File: src/rtl/spi_pkg.sv
// rtl/spi_pkg.sv - shared types, mode encodings and divider clamp for the SPI master
package spi_pkg;

    typedef enum logic [1:0] {
        IDLE,
        SETUP,
        XFER,
        HOLD
    } state_t;

    // {cpol, cpha}
    localparam logic [1:0] MODE0 = 2'b00;
    localparam logic [1:0] MODE1 = 2'b01;
    localparam logic [1:0] MODE2 = 2'b10;
    localparam logic [1:0] MODE3 = 2'b11;

    function automatic logic [31:0] half_period(input logic [31:0] div);
        return (div == 32'd0) ? 32'd1 : div;
    endfunction

endpackage

File: src/rtl/spi_master_param_if.sv
// rtl/spi_master_param_if.sv - host handshake and SPI pin bundle for spi_master_param
interface spi_master_param_if #(
    parameter int DW   = 8,
    parameter int NSS  = 4,
    parameter int DIVW = 8
);
    localparam int SSW = (NSS > 1) ? $clog2(NSS) : 1;

    logic            start;
    logic [DW-1:0]   data_tx;
    logic [SSW-1:0]  ss_sel;
    logic            cpol;
    logic            cpha;
    logic            lsb_first;
    logic [DIVW-1:0] div;
    logic            busy;
    logic            done;
    logic [DW-1:0]   data_rx;
    logic            miso;
    logic            mosi;
    logic            sck;
    logic [NSS-1:0]  ssn;

    modport master (
        input  start, data_tx, ss_sel, cpol, cpha, lsb_first, div, miso,
        output busy, done, data_rx, mosi, sck, ssn
    );

    modport slave (
        output start, data_tx, ss_sel, cpol, cpha, lsb_first, div, miso,
        input  busy, done, data_rx, mosi, sck, ssn
    );

endinterface

File: src/rtl/spi_clkgen.sv
// rtl/spi_clkgen.sv - half-period counter producing SCK edge strobes with a leading/trailing flag
module spi_clkgen #(
    parameter int DIVW = 8
) (
    input  logic            clk,
    input  logic            rst,
    input  logic            en,
    input  logic [DIVW-1:0] half,
    output logic            tick,
    output logic            lead
);
    logic [DIVW-1:0] cnt;
    logic            phase;

    always_ff @(posedge clk) begin
        if (rst || !en) begin
            cnt   <= '0;
            phase <= 1'b0;
        end else if (tick) begin
            cnt   <= '0;
            phase <= ~phase;
        end else begin
            cnt   <= cnt + 1'b1;
        end
    end

    // The first strobe after enable is a leading edge, then they alternate.
    assign tick = en && (cnt == half - 1'b1);
    assign lead = ~phase;

endmodule

File: src/rtl/spi_master_param.sv
// rtl/spi_master_param.sv - parametrised SPI master: FSM, shift registers and edge counter
module spi_master_param
    import spi_pkg::*;
#(
    parameter int DW   = 8,
    parameter int NSS  = 4,
    parameter int DIVW = 8
) (
    input  logic               clk,
    input  logic               rst,
    spi_master_param_if.master bus
);
    localparam int EW = $clog2(2 * DW) + 1;

    state_t          state_q, state_d;
    logic [1:0]      mode_l;
    logic            lsb_l;
    logic [DIVW-1:0] half_l;
    logic [EW-1:0]   edge_cnt;
    logic [DW-1:0]   tx_sr, rx_sr, data_rx_q;
    logic            mosi_q, sck_q, busy_q, done_q;
    logic [NSS-1:0]  ssn_q;
    logic            tick, lead, cpha_l, last_edge;
    logic            accept, edge_go, finish_go, shift_go, sample_go;

    spi_clkgen #(.DIVW(DIVW)) u_clkgen (
        .clk  (clk),
        .rst  (rst),
        .en   (state_q != IDLE),
        .half (half_l),
        .tick (tick),
        .lead (lead)
    );

    assign cpha_l    = (mode_l == MODE1) || (mode_l == MODE3);
    assign last_edge = (edge_cnt == EW'(2 * DW - 1));

    always_ff @(posedge clk) begin
        if (rst) state_q <= IDLE;
        else     state_q <= state_d;
    end

    // Done holds off acceptance for one cycle so back-to-back starts keep a gap.
    always_comb begin
        state_d   = state_q;
        accept    = 1'b0;
        edge_go   = 1'b0;
        finish_go = 1'b0;
        case (state_q)
            IDLE: begin
                if (bus.start && !done_q && (32'(bus.ss_sel) < NSS)) begin
                    accept  = 1'b1;
                    state_d = SETUP;
                end
            end
            SETUP: begin
                if (tick) begin
                    edge_go = 1'b1;
                    state_d = XFER;
                end
            end
            XFER: begin
                if (tick) begin
                    edge_go = 1'b1;
                    if (last_edge) state_d = HOLD;
                end
            end
            HOLD: begin
                if (tick) begin
                    finish_go = 1'b1;
                    state_d   = IDLE;
                end
            end
            default: state_d = IDLE;
        endcase
    end

    assign shift_go  = edge_go && (cpha_l ? lead : (!lead && !last_edge));
    assign sample_go = edge_go && (cpha_l ? !lead : lead);

    always_ff @(posedge clk) begin
        if (rst) begin
            mode_l    <= MODE0;
            lsb_l     <= 1'b0;
            half_l    <= DIVW'(1);
            edge_cnt  <= '0;
            tx_sr     <= '0;
            rx_sr     <= '0;
            data_rx_q <= '0;
            mosi_q    <= 1'b0;
            sck_q     <= 1'b0;
            busy_q    <= 1'b0;
            done_q    <= 1'b0;
            ssn_q     <= '1;
        end else begin
            done_q <= finish_go;
            if (state_q == IDLE) sck_q <= bus.cpol;
            if (accept) begin
                mode_l   <= {bus.cpol, bus.cpha};
                lsb_l    <= bus.lsb_first;
                half_l   <= DIVW'(half_period(32'(bus.div)));
                edge_cnt <= '0;
                busy_q   <= 1'b1;
                ssn_q    <= ~(NSS'(1) << bus.ss_sel);
                if (!bus.cpha) begin
                    mosi_q <= bus.lsb_first ? bus.data_tx[0] : bus.data_tx[DW-1];
                    tx_sr  <= bus.lsb_first ? (bus.data_tx >> 1) : (bus.data_tx << 1);
                end else begin
                    tx_sr  <= bus.data_tx;
                end
            end
            if (edge_go) begin
                sck_q    <= ~sck_q;
                edge_cnt <= edge_cnt + 1'b1;
            end
            if (shift_go) begin
                mosi_q <= lsb_l ? tx_sr[0] : tx_sr[DW-1];
                tx_sr  <= lsb_l ? (tx_sr >> 1) : (tx_sr << 1);
            end
            if (sample_go) begin
                rx_sr <= lsb_l ? {bus.miso, rx_sr[DW-1:1]} : {rx_sr[DW-2:0], bus.miso};
            end
            if (finish_go) begin
                ssn_q     <= '1;
                busy_q    <= 1'b0;
                data_rx_q <= rx_sr;
            end
        end
    end

    assign bus.busy    = busy_q;
    assign bus.done    = done_q;
    assign bus.data_rx = data_rx_q;
    assign bus.mosi    = mosi_q;
    assign bus.sck     = sck_q;
    assign bus.ssn     = ssn_q;

endmodule

File: src/flat_wrapper.sv
// flat-port wrapper written by rule: the top's interface ports become plain ports
module spi_master_param_flat import spi_pkg::*;
#(
    parameter int DW   = 8,
    parameter int NSS  = 4,
    parameter int DIVW = 8
)
  (clk, rst, bus_start, bus_data_tx, bus_ss_sel, bus_cpol, bus_cpha, bus_lsb_first, bus_div, bus_miso, bus_busy, bus_done, bus_data_rx, bus_mosi, bus_sck, bus_ssn);
  spi_master_param_if #(.DW(DW), .NSS(NSS), .DIVW(DIVW)) bus_i ();
  input  logic clk;
  input  logic rst;
  input wire logic [$bits(bus_i.start)-1:0] bus_start;
  input wire logic [$bits(bus_i.data_tx)-1:0] bus_data_tx;
  input wire logic [$bits(bus_i.ss_sel)-1:0] bus_ss_sel;
  input wire logic [$bits(bus_i.cpol)-1:0] bus_cpol;
  input wire logic [$bits(bus_i.cpha)-1:0] bus_cpha;
  input wire logic [$bits(bus_i.lsb_first)-1:0] bus_lsb_first;
  input wire logic [$bits(bus_i.div)-1:0] bus_div;
  input wire logic [$bits(bus_i.miso)-1:0] bus_miso;
  output wire logic [$bits(bus_i.busy)-1:0] bus_busy;
  output wire logic [$bits(bus_i.done)-1:0] bus_done;
  output wire logic [$bits(bus_i.data_rx)-1:0] bus_data_rx;
  output wire logic [$bits(bus_i.mosi)-1:0] bus_mosi;
  output wire logic [$bits(bus_i.sck)-1:0] bus_sck;
  output wire logic [$bits(bus_i.ssn)-1:0] bus_ssn;
  assign bus_i.start = bus_start;
  assign bus_i.data_tx = bus_data_tx;
  assign bus_i.ss_sel = bus_ss_sel;
  assign bus_i.cpol = bus_cpol;
  assign bus_i.cpha = bus_cpha;
  assign bus_i.lsb_first = bus_lsb_first;
  assign bus_i.div = bus_div;
  assign bus_i.miso = bus_miso;
  assign bus_busy = bus_i.busy;
  assign bus_done = bus_i.done;
  assign bus_data_rx = bus_i.data_rx;
  assign bus_mosi = bus_i.mosi;
  assign bus_sck = bus_i.sck;
  assign bus_ssn = bus_i.ssn;
  spi_master_param #(.DW(DW), .NSS(NSS), .DIVW(DIVW)) u_core (.clk(clk), .rst(rst), .bus(bus_i));
endmodule
File: config.mk
export PLATFORM = sky130hd
export DESIGN_NAME = spi_master_param_flat
export DESIGN_NICKNAME = d
export VERILOG_FILES = /design/src/rtl/spi_pkg.sv /design/src/rtl/spi_master_param_if.sv /design/src/rtl/spi_clkgen.sv /design/src/rtl/spi_master_param.sv /design/src/flat_wrapper.sv
export SDC_FILE = /design/constraint.sdc
export NUM_CORES = 1
export LEC_CHECK = 0
export CORE_MARGIN = 2
export CORE_UTILIZATION = 35
export CTS_CLUSTER_DIAMETER = 30
export DETAILED_ROUTE_END_ITERATION = 12
export GPL_TIMING_DRIVEN = 0
export SYNTH_ARGS = -nofsm -noshare
export SYNTH_HDL_FRONTEND = slang
export SYNTH_HIERARCHICAL = 1
export SYNTH_SLANG_ARGS = --single-unit
File: constraint.sdc
create_clock -name clk -period 4.2 [get_ports clk]
set_clock_uncertainty 0.2 [all_clocks]
set_input_delay 0.42 -clock clk [delete_from_list [all_inputs] [get_ports clk]]
set_output_delay 0.42 -clock clk [all_outputs]
set_load 0.01 [all_outputs]
==> reports/summary.txt, run 1 <==
outcome = complete, no violations
Hold Path Sink = u_core/lsb_l
worst reg2reg startpoint = u_core/half_l[0]
vias per cell = 5.094
DIE WIDTH = 95.99 um
Root Buffer Master = clkbuf_8
Global Route Usage Sum = 15.61%
area fraction of the dominant cell type after synthesis = 39.21%
Min-Delay Path Depth = 3
cts repair resizes = 0
clock buffer depth = 2
IO Port Bufs = 38
most frequent cell after synthesis = dfxtp_1
Congestion Overflow GR = 0
Worst slew margin = 58.08%
Syn-to-layout area delta = 23.74%
Hold Buf Count CTS = 0
core area = 8217 um^2
Avg Inst Size Synth = 9.141 um^2
post-DP HPWL = 5032 um
largest net degree at the start of global routing = 16
Starting Density = 36.04%
Site Rows = 33
cell taking the most area after synthesis = dfxtp_1
period utilization = 81.29%
yosys warns = 6
Routed Antenna Nets = 0
nets@finish = 407
Setup TNS Final = 0 ps
syn_nets = 358
die area = 9213 um^2
r2r setup slk = 790 ps
CTS Buf Count = 9
fmax = 0.2929 GHz
clock latency on the worst-skew pair = 330 ps
Vias = 2,450
Peak VDD IR = 0.0002346 V
hold crit path type = in -> reg
# diodes = 0
Cell variety after synth = 56
register area = 1161 um^2
DRC viols = 0
Lkg Pwr = 1.340 nW
global-route wire length before repair = 11,100 um
Final min period = 3414 ps
commonest register cell after synthesis = dfxtp_1
Pre-antenna DRT Iters = 4
final setup violation count = 0
R2R Path End = u_core/rx_sr[5]
Util after Layout = 44.60%
number of DRC markers in iteration 0 = 63
CTS tree = done
Power per Cell Area = 472.9 nW/um^2
Max Transition Viols Final = 0
#FFs+latches synth = 58
Multi-input gate area = 1672 um^2
Synth async-reset ratio = 0%
Sink Count = 58
type of the worst setup path = reg -> reg
Final Wtd Congestion = 0.7625
Ports = 41
Synth Cell Area = 2962 um^2
vias in the first global route = 2,370
Mapped Cells = 324
top post-synthesis cells by area = dfxtp_1 (39%), mux2i_1 (7.8%), a211oi_1 (5.3%)
Crit. End Element = flip-flop
register clock-pin slew on the reported worst setup and hold paths = 60 ps
initial antenna violation count = 0
top cells by count, synth = dfxtp_1 (58), nand2_1 (33), nor2_1 (25)
Fill cells = 823
H-Tree Depth = 3
hold path startpoint = bus_lsb_first
sequential share of the synthesized area = 39.21%
R2R cell count = 11
smallest hold slack = 272.8 ps
crit path DAT = 3460 ps
largest fanout on the critical path = 15
fraction of layout cells with a size suffix above 1 = 10.37%
Crit path required time = 4250 ps
Critical Path Source Type = flip-flop
final hold violations = 0
Die H = 95.99 um
DR WL/cell = 14.08 um
Routed WL = 6772 um
maxcap violations = 0
Worst-Margin Slew = 626.8 ps
EDFF count, synth = 0
RSZ-0062 raised after global routing = no
Post-CTS Setup Inserts = 0
per-stage QoR:
stage	power, mW	instances	setup slack [ps]	cell area (um^2)
after floorplan	1.090	324	1315	2962
after global placement	1.235	467	835.8	3473
after detailed placement	1.245	467	819.8	3473
after CTS	1.755	481	784.2	3665
after global routing	1.852	481	525.9	3665
final	1.733	481	785.8	3665
per-layer routing:
metal | track usage [%] | part of all wire, % | vias up
met4 | 4.643 | 0.81 | 0
met1 | 19.36 | 47 | 1153
li1 | - | - | 1257
met5 | 0 | 0 | -
met2 | 26.16 | 49 | 34
met3 | 4.542 | 3.2 | 6
layout by cell type (no fill, tap or decap), types with 2 or more instances in the layout:
master           netlist  layout
ha_1                   9       9
nor2b_1                7       7
xor2_1                 8       8
a211oi_1              21      21
and3_1                 4       4
clkbuf_1               5       5
nand2b_1               2       2
o211ai_1               3       3
o21ai_1                2       2
nand2_1               33      33
nor2_1                25      25
clkinv_2               0       2
a211oi_2               3       3
dfxtp_1               58      58
o21ai_0               10      10
buf_4                  2       2
buf_2                 10      10
xnor2_1               10      10
mux2i_1               23      23
nand3_1                9       9
nor3_1                12      12
clkdlybuf4s50_1        0      38
and2_1                 3       3
clkbuf_8               0      11
a22o_1                 8       8
nor3b_1                4       4
a21oi_1               14      14
inv_1                  8       8
cell families (layout without fill, tap and decap cells):
family | count (synthesis) | count (layout) | synth area share (%)
simple gates | 114 | 114 | 20.07
mux | 24 | 24 | 8.280
fa+ha+maj | 9 | 9 | 3.802
xor+xnor | 19 | 19 | 6.084
buf+inv | 27 | 79 | 4.351
compound gates | 73 | 73 | 18.21
flops | 58 | 58 | 39.21
state kept, by name, indices dropped and copies added, names as in the netlist, 2 cells and up:
signal	cells
u_core/rx_sr	8
u_core/tx_sr	8
u_core/half_l	8
u_core/u_clkgen/cnt	8
u_core/edge_cnt	5
u_core/state_q	2
u_core/bus.data_rx	8
u_core/bus.ssn	4
cell type report:
type / instances / area share, %
multi-input combinational: 239 / 45.61
sequential: 58 / 31.68
timing repair buffer: 38 / 10.38
clock buffer: 11 / 4.131
tap: 105 / 3.585
buffer: 19 / 2.697
clock inverter: 3 / 1.093
inverter: 8 / 0.8194
report_power, final:
group          leakage (nW)  switching (mW)  internal [mW]
registers             0.472          0.0685          0.622
clock network         0.101           0.201          0.297
logic                 0.767           0.300          0.244
critical path: stages, from the launching register on:
cell and delay, ps:
dfxtp_1 430, inv_1 70, ha_1 230, xnor3_1 270
nand4_1 100, or3_1 360, a211oi_4 530, nand2_1 370
nor2_4 290, buf_4 220, nor2_1 60, a211oi_2 190
worst max-delay path by stage:
stage,endpoint,startpoint
2_1_floorplan,u_core/rx_sr[5],u_core/half_l[0]
3_3_place_gp,u_core/rx_sr[5],u_core/half_l[0]
3_5_place_dp,u_core/rx_sr[5],u_core/half_l[0]
4_1_cts,u_core/rx_sr[5],u_core/half_l[0]
5_1_grt,u_core/rx_sr[7],u_core/half_l[0]
6_report,u_core/rx_sr[5],u_core/half_l[0]
(Power assumes the default switching activity.)
==> inputs of run 2 (changes only) <==
==> constraint.sdc (replaced) <==
create_clock -name clk -period 3.4 [get_ports clk]
set_clock_uncertainty 0.2 [all_clocks]
set_input_delay 0.34 -clock clk [delete_from_list [all_inputs] [get_ports clk]]
set_output_delay 0.34 -clock clk [all_outputs]
set_load 0.01 [all_outputs]
==> run 2 against run 1 <==
Critical path depth increased by 1; routed wire length is 1.5% higher; sequential cell count is the same; utilization is 0.27 points higher; critical endpoint is now u_core/tx_sr[7].
==> reports/summary.txt, run 2 (synthesis gave the netlist of run 1 again) <==
outcome = complete, no violations
Fill cells = 823 (unchanged)
vias per cell = 5.093 (about the same)
Routed Antenna Nets = 0 (unchanged)
Global Route Usage Sum = 15.83% (+0.21 points)
DRC viols = 0 (unchanged)
die area = 9213 um^2 (unchanged)
CTS tree = done
Worst-Margin Slew = 560.3 ps (-66.58 ps)
largest fanout on the critical path = 9 (-6)
DR WL/cell = 14.20 um (+0.86%)
Routed WL = 6873 um (+1.5%)
final hold violations = 0 (unchanged)
CP Cell Sequence = inv_1 > ha_1 > xnor3_1 > nand4_1 > or3_1 > a211oi_4 > buf_4 > and2_1 > buf_6 > o21ai_4 > or3b_1 > a21oi_2
initial antenna violation count = 0 (unchanged)
delay-heaviest family, CP = simple AND/OR/NAND/NOR gates
Peak VDD IR = 0.0002891 V (+23%)
type of the worst setup path = reg -> reg
r2r setup slk = 290 ps (-490 ps)
Multi-input gate area = 1672 um^2 (unchanged)
smallest hold slack = 194.4 ps (-78.31 ps)
RSZ-0062 raised after global routing = no
Crit. End Element = flip-flop
register clock-pin slew on the reported worst setup and hold paths = 60 ps (about the same)
Ports = 41 (unchanged)
Die H = 95.99 um (unchanged)
Max Transition Viols Final = 0 (unchanged)
crit path DAT = 3170 ps (-290 ps)
Setup TNS Final = 0 ps (unchanged)
global-route wire length before repair = 11,230 um (+1.1%)
clock latency on the worst-skew pair = 330 ps (about the same)
Root Buffer Master = clkbuf_8
largest net degree at the start of global routing = 11 (-5)
hold crit path type = in -> reg
CTS Buf Count = 9 (unchanged)
Sink Count = 58 (unchanged)
IO Port Bufs = 38 (unchanged)
Power per Cell Area = 586.6 nW/um^2 (+24%)
period utilization = 91.41% (+10 points)
register area = 1161 um^2 (unchanged)
final setup violation count = 0 (unchanged)
Worst path slowest cell = dfxtp_1
Critical Path Max Stage Delay = 430 ps (-100 ps)
Crit path required time = 3460 ps (-790 ps)
Final Wtd Congestion = 0.7625 (unchanged)
Hold Buf Count CTS = 0 (unchanged)
Final Power = 2.163 mW (+25%)
Syn-to-layout area delta = 24.50%
cts repair resizes = 0 (unchanged)
Final min period = 3108 ps (-306.2 ps)
core area = 8217 um^2 (unchanged)
maxcap violations = 0 (unchanged)
DIE WIDTH = 95.99 um (unchanged)
number of DRC markers in iteration 0 = 62 (-1.6%)
Worst slew margin = 62.65% (+4.6 points)
nets@finish = 410 (+0.74%)
clock buffer depth = 2 (unchanged)
Post-CTS Setup Inserts = 3 (+3)
Pre-antenna DRT Iters = 4 (unchanged)
Vias = 2,465 (+0.61%)
Critical Path Source Type = flip-flop
post-DP HPWL = 5032 um (unchanged)
H-Tree Depth = 3 (unchanged)
fraction of layout cells with a size suffix above 1 = 11.08% (+0.71 points)
Starting Density = 36.04% (unchanged)
Congestion Overflow GR = 0 (unchanged)
commonest non-fill, non-tap cell in the layout = dfxtp_1
commonest non-fill, non-tap cells in the layout = dfxtp_1 (58), clkdlybuf4s50_1 (38), nand2_1 (33)
Buffers & Inverters on Critical Path = 3 (+1)
# diodes = 0 (unchanged)
Lkg Pwr = 1.356 nW (+1.2%)
Site Rows = 33 (unchanged)
vias in the first global route = 2,392 (+0.93%)
fmax = 0.3217 GHz (+9.9%)
[run 2: cell types whose count changed in the layout (fill, tap and decap cells not counted), sizes merged]
| cell | previous run | this run |
|---|---|---|
| buf | 14 | 17 |
[run 2: worst register-to-register path, cell delays in order (launching register included)]
cell and delay [ps]:
dfxtp_1 430, inv_1 70, ha_1 230, xnor3_1 270, nand4_1 100, or3_1 370
a211oi_4 310, buf_4 200, and2_1 140, buf_6 130, o21ai_4 90, or3b_1 380
a21oi_2 130
[run 2: final cells by class]
class                   instances  area share [%]
multi-input cells             239           45.33
flip-flops and latches         58           31.49
repair buffers                 41           10.93
clock buffers                  11           4.106
well taps                     105           3.563
plain buffers                  19           2.681
clock inverters                 3           1.086
inverters                       8          0.8144
[run 2: path summary, 6_finish.rpt]
| path | start | endpoint | cells after the start |
|---|---|---|---|
| setup reg to reg | u_core/half_l[0] | u_core/tx_sr[7] | 12 |
| hold / removal | bus_lsb_first | u_core/lsb_l | 3 |
| setup / recovery | u_core/half_l[0] | u_core/tx_sr[7] | 12 |
| hold reg to reg | u_core/bus.busy | u_core/bus.busy | 1 |
[run 2: report_power, final]
group	internal (mW)	switching [mW]	leakage, nW
combinational	0.317	0.378	0.783
sequential	0.769	0.0841	0.472
clock	0.367	0.248	0.101
total	1.45	0.710	1.36
[run 2: per-layer routing]
metal	GRT usage, %	routed length [um]
met4	5.000	68
met5	0	0
met3	4.855	257
met1	19.51	3198
met2	26.33	3349
[run 2: stage by stage]
step | instance area, um^2 | setup WS (ps) | utilization, % | std cells
finish | 3687 | 292.0 | 44.88 | 484
global route | 3687 | 86.27 | 44.88 | 484
CTS | 3687 | 254.9 | 44.88 | 484
detailed placement | 3473 | 19.81 | 42.27 | 467
global placement | 3473 | 35.81 | 42.27 | 467
floorplan | 2962 | 515.1 | - | 324
==> inputs of run 3 (changes only) <==
--- a/config.mk
+++ b/config.mk
@@ -5,11 +5,14 @@
 export SDC_FILE = /design/constraint.sdc
 export NUM_CORES = 1
 export LEC_CHECK = 0
+export CELL_PAD_IN_SITES_DETAIL_PLACEMENT = 0
+export CELL_PAD_IN_SITES_GLOBAL_PLACEMENT = 1
 export CORE_MARGIN = 2
 export CORE_UTILIZATION = 35
 export CTS_CLUSTER_DIAMETER = 30
 export DETAILED_ROUTE_END_ITERATION = 12
 export GPL_TIMING_DRIVEN = 0
+export PLACE_DENSITY_LB_ADDON = 0.1
 export SYNTH_ARGS = -nofsm -noshare
 export SYNTH_HDL_FRONTEND = slang
 export SYNTH_HIERARCHICAL = 1
==> run 3 against run 2 <==
Via count is essentially flat; global-route usage increased by 1.3 points; critical path type unchanged; non-clock buffer count decreased by 1; cell area down 0.95%; worst hold slack improved by 1.9 ps; sequential cell count did not move; critical path depth is the same; maximum frequency shrank 1.1%; largest power group unchanged; sequential power about the same.
==> reports/summary.txt, run 3 (synthesis gave the netlist of run 1 again) <==
nets@finish = 409 (-0.24%)
fmax = 0.3183 GHz (-1.1%)
Final Wtd Congestion = 0.7535 (-1.2%)
Ports = 41 (unchanged)
Site Rows = 33 (unchanged)
outcome = complete, no violations
core area = 8217 um^2 (unchanged)
Worst slew margin = 51.98% (-11 points)
commonest non-fill, non-tap cells in the layout = dfxtp_1 (58), clkdlybuf4s50_1 (38), nand2_1 (33)
Multi-input gate area = 1672 um^2 (unchanged)
DP Worst Slack = -98.19 ps (-118.0 ps)
sequential share of power = 40.5% (+1.1 points)
final hold violations = 0 (unchanged)
Sw Share = 35.27% (+2.4 points)
maxcap violations = 0 (unchanged)
Congestion Overflow GR = 0 (unchanged)
Pre-antenna DRT Iters = 4 (unchanged)
Sink Count = 58 (unchanged)
register clock-pin slew on the reported worst setup and hold paths = 70 ps (about the same)
H-Tree Depth = 3 (unchanged)
vias in the first global route = 2,337 (-2.3%)
Critical Path Source Type = flip-flop
Crit. End Element = flip-flop
smallest hold slack = 196.3 ps (+1.884 ps)
DR WL/cell = 15.38 um (+8.3%)
Routed WL = 7460 um (+8.5%)
DRC viols = 0 (unchanged)
CTS Buf Count = 9 (unchanged)
Peak VDD IR = 0.0002742 V (-5.2%)
Power per Cell Area = 576.0 nW/um^2 (-1.8%)
Syn-to-layout area delta = 23.32%
vias per cell = 5.085 (-0.17%)
Final WS setup = 258.6 ps (-33.44 ps)
P_sw = 741.9 uW (+4.5%)
Lkg Pwr = 1.337 nW (-1.4%)
initial antenna violation count = 0 (unchanged)
commonest non-fill, non-tap cell in the layout = dfxtp_1
clock latency on the worst-skew pair = 330 ps (about the same)
die area = 9213 um^2 (unchanged)
Final min period = 3141 ps (+33.44 ps)
clock group share of total power = 25.9% (-2.5 points)
global-route wire length before repair = 11,920 um (+6.1%)
Worst-Margin Slew = 710.7 ps (+150.4 ps)
DIE WIDTH = 95.99 um (unchanged)
type of the worst setup path = reg -> reg
Vias = 2,466 (+0.041%)
Starting Density = 36.04% (unchanged)
Util after Layout = 44.45% (-0.43 points)
final setup violation count = 0 (unchanged)
RSZ-0062 raised after global routing = no
number of DRC markers in iteration 0 = 97 (+56%)
largest fanout on the critical path = 9 (unchanged)
Setup TNS Final = 0 ps (unchanged)
Crit path required time = 3470 ps (about the same)
# diodes = 0 (unchanged)
Root Buffer Master = clkbuf_8
cts repair resizes = 0 (unchanged)
period utilization = 92.40% (+0.98 points)
Final Power = 2.104 mW (-2.8%)
fraction of layout cells with a size suffix above 1 = 10.53% (-0.56 points)
Logic pwr share = 33.5% (+1.4 points)
Fill cells = 829 (+0.73%)
Routed Antenna Nets = 0 (unchanged)
largest net degree at the start of global routing = 11 (unchanged)
crit path DAT = 3210 ps (+40 ps)
hold crit path type = in -> reg
Max Transition Viols Final = 0 (unchanged)
post-DP HPWL = 5302 um (+5.4%)
Global Route Usage Sum = 17.11% (+1.3 points)
clock buffer depth = 2 (unchanged)
Die H = 95.99 um (unchanged)
register area = 1161 um^2 (unchanged)
CTS tree = done
internal power = 1.362 mW (-6.3%)
IO Port Bufs = 38 (unchanged)
run 3: timing repair:
action,4_1_cts,5_1_grt
buffers inserted,2,0
hold buffers,0,0
setup endpoints to repair,7,0
run 3: final timing paths:
path / start / endpoint / slack, ps / cells after the start
hold reg to reg: u_core/bus.busy / u_core/bus.busy / 280 / 1
setup reg to reg: u_core/half_l[0] / u_core/tx_sr[7] / 260 / 12
setup / recovery: u_core/half_l[0] / u_core/tx_sr[7] / 260 / 12
hold / removal: bus_lsb_first / u_core/lsb_l / 200 / 3
run 3: power groups by stage:
stage / registers (mW) / logic (mW) / clock network [mW]
6_report: 0.853 / 0.705 / 0.545
2_1_floorplan: 0.850 / 0.496 / 0
4_1_cts: 0.854 / 0.710 / 0.569
3_3_place_gp: 0.867 / 0.681 / 0
5_1_grt: 0.868 / 0.776 / 0.599
3_5_place_dp: 0.868 / 0.689 / 0
run 3: final cells by class:
type / count / share of cell area [%]
Inverter: 8 / 0.8222
Clock buffer: 13 / 4.077
Timing Repair Buffer: 40 / 10.83
Clock inverter: 3 / 0.4111
Sequential cell: 58 / 31.79
Buffer: 19 / 2.706
Tap cell: 105 / 3.597
Multi-Input combinational cell: 239 / 45.77
run 3: per-stage QoR:
step	area, um^2	cells
finish	3652	485
floorplan	2962	324
CTS	3652	485
global placement	3473	467
global route	3652	485
detailed placement	3473	467
run 3: critical path: stages, from the launching register on:
cell      delay [ps]
dfxtp_1          440
inv_1             70
ha_1             220
xnor3_1          270
nand4_1          100
or3_1            370
a211oi_4         310
buf_4            200
and2_1           140
buf_6            130
o21ai_4          100
or3b_1           390
a21oi_2          130
run 3: metal layers:
| metal | track usage, % | vias to the layer above | wire, um |
|---|---|---|---|
| met3 | 2.976 | 4 | 280 |
| met1 | 24.07 | 1152 | 3821 |
| met5 | 0 | - | 0 |
| met4 | 6.786 | 0 | 44 |
| met2 | 25.87 | 45 | 3313 |
| li1 | - | 1265 | - |
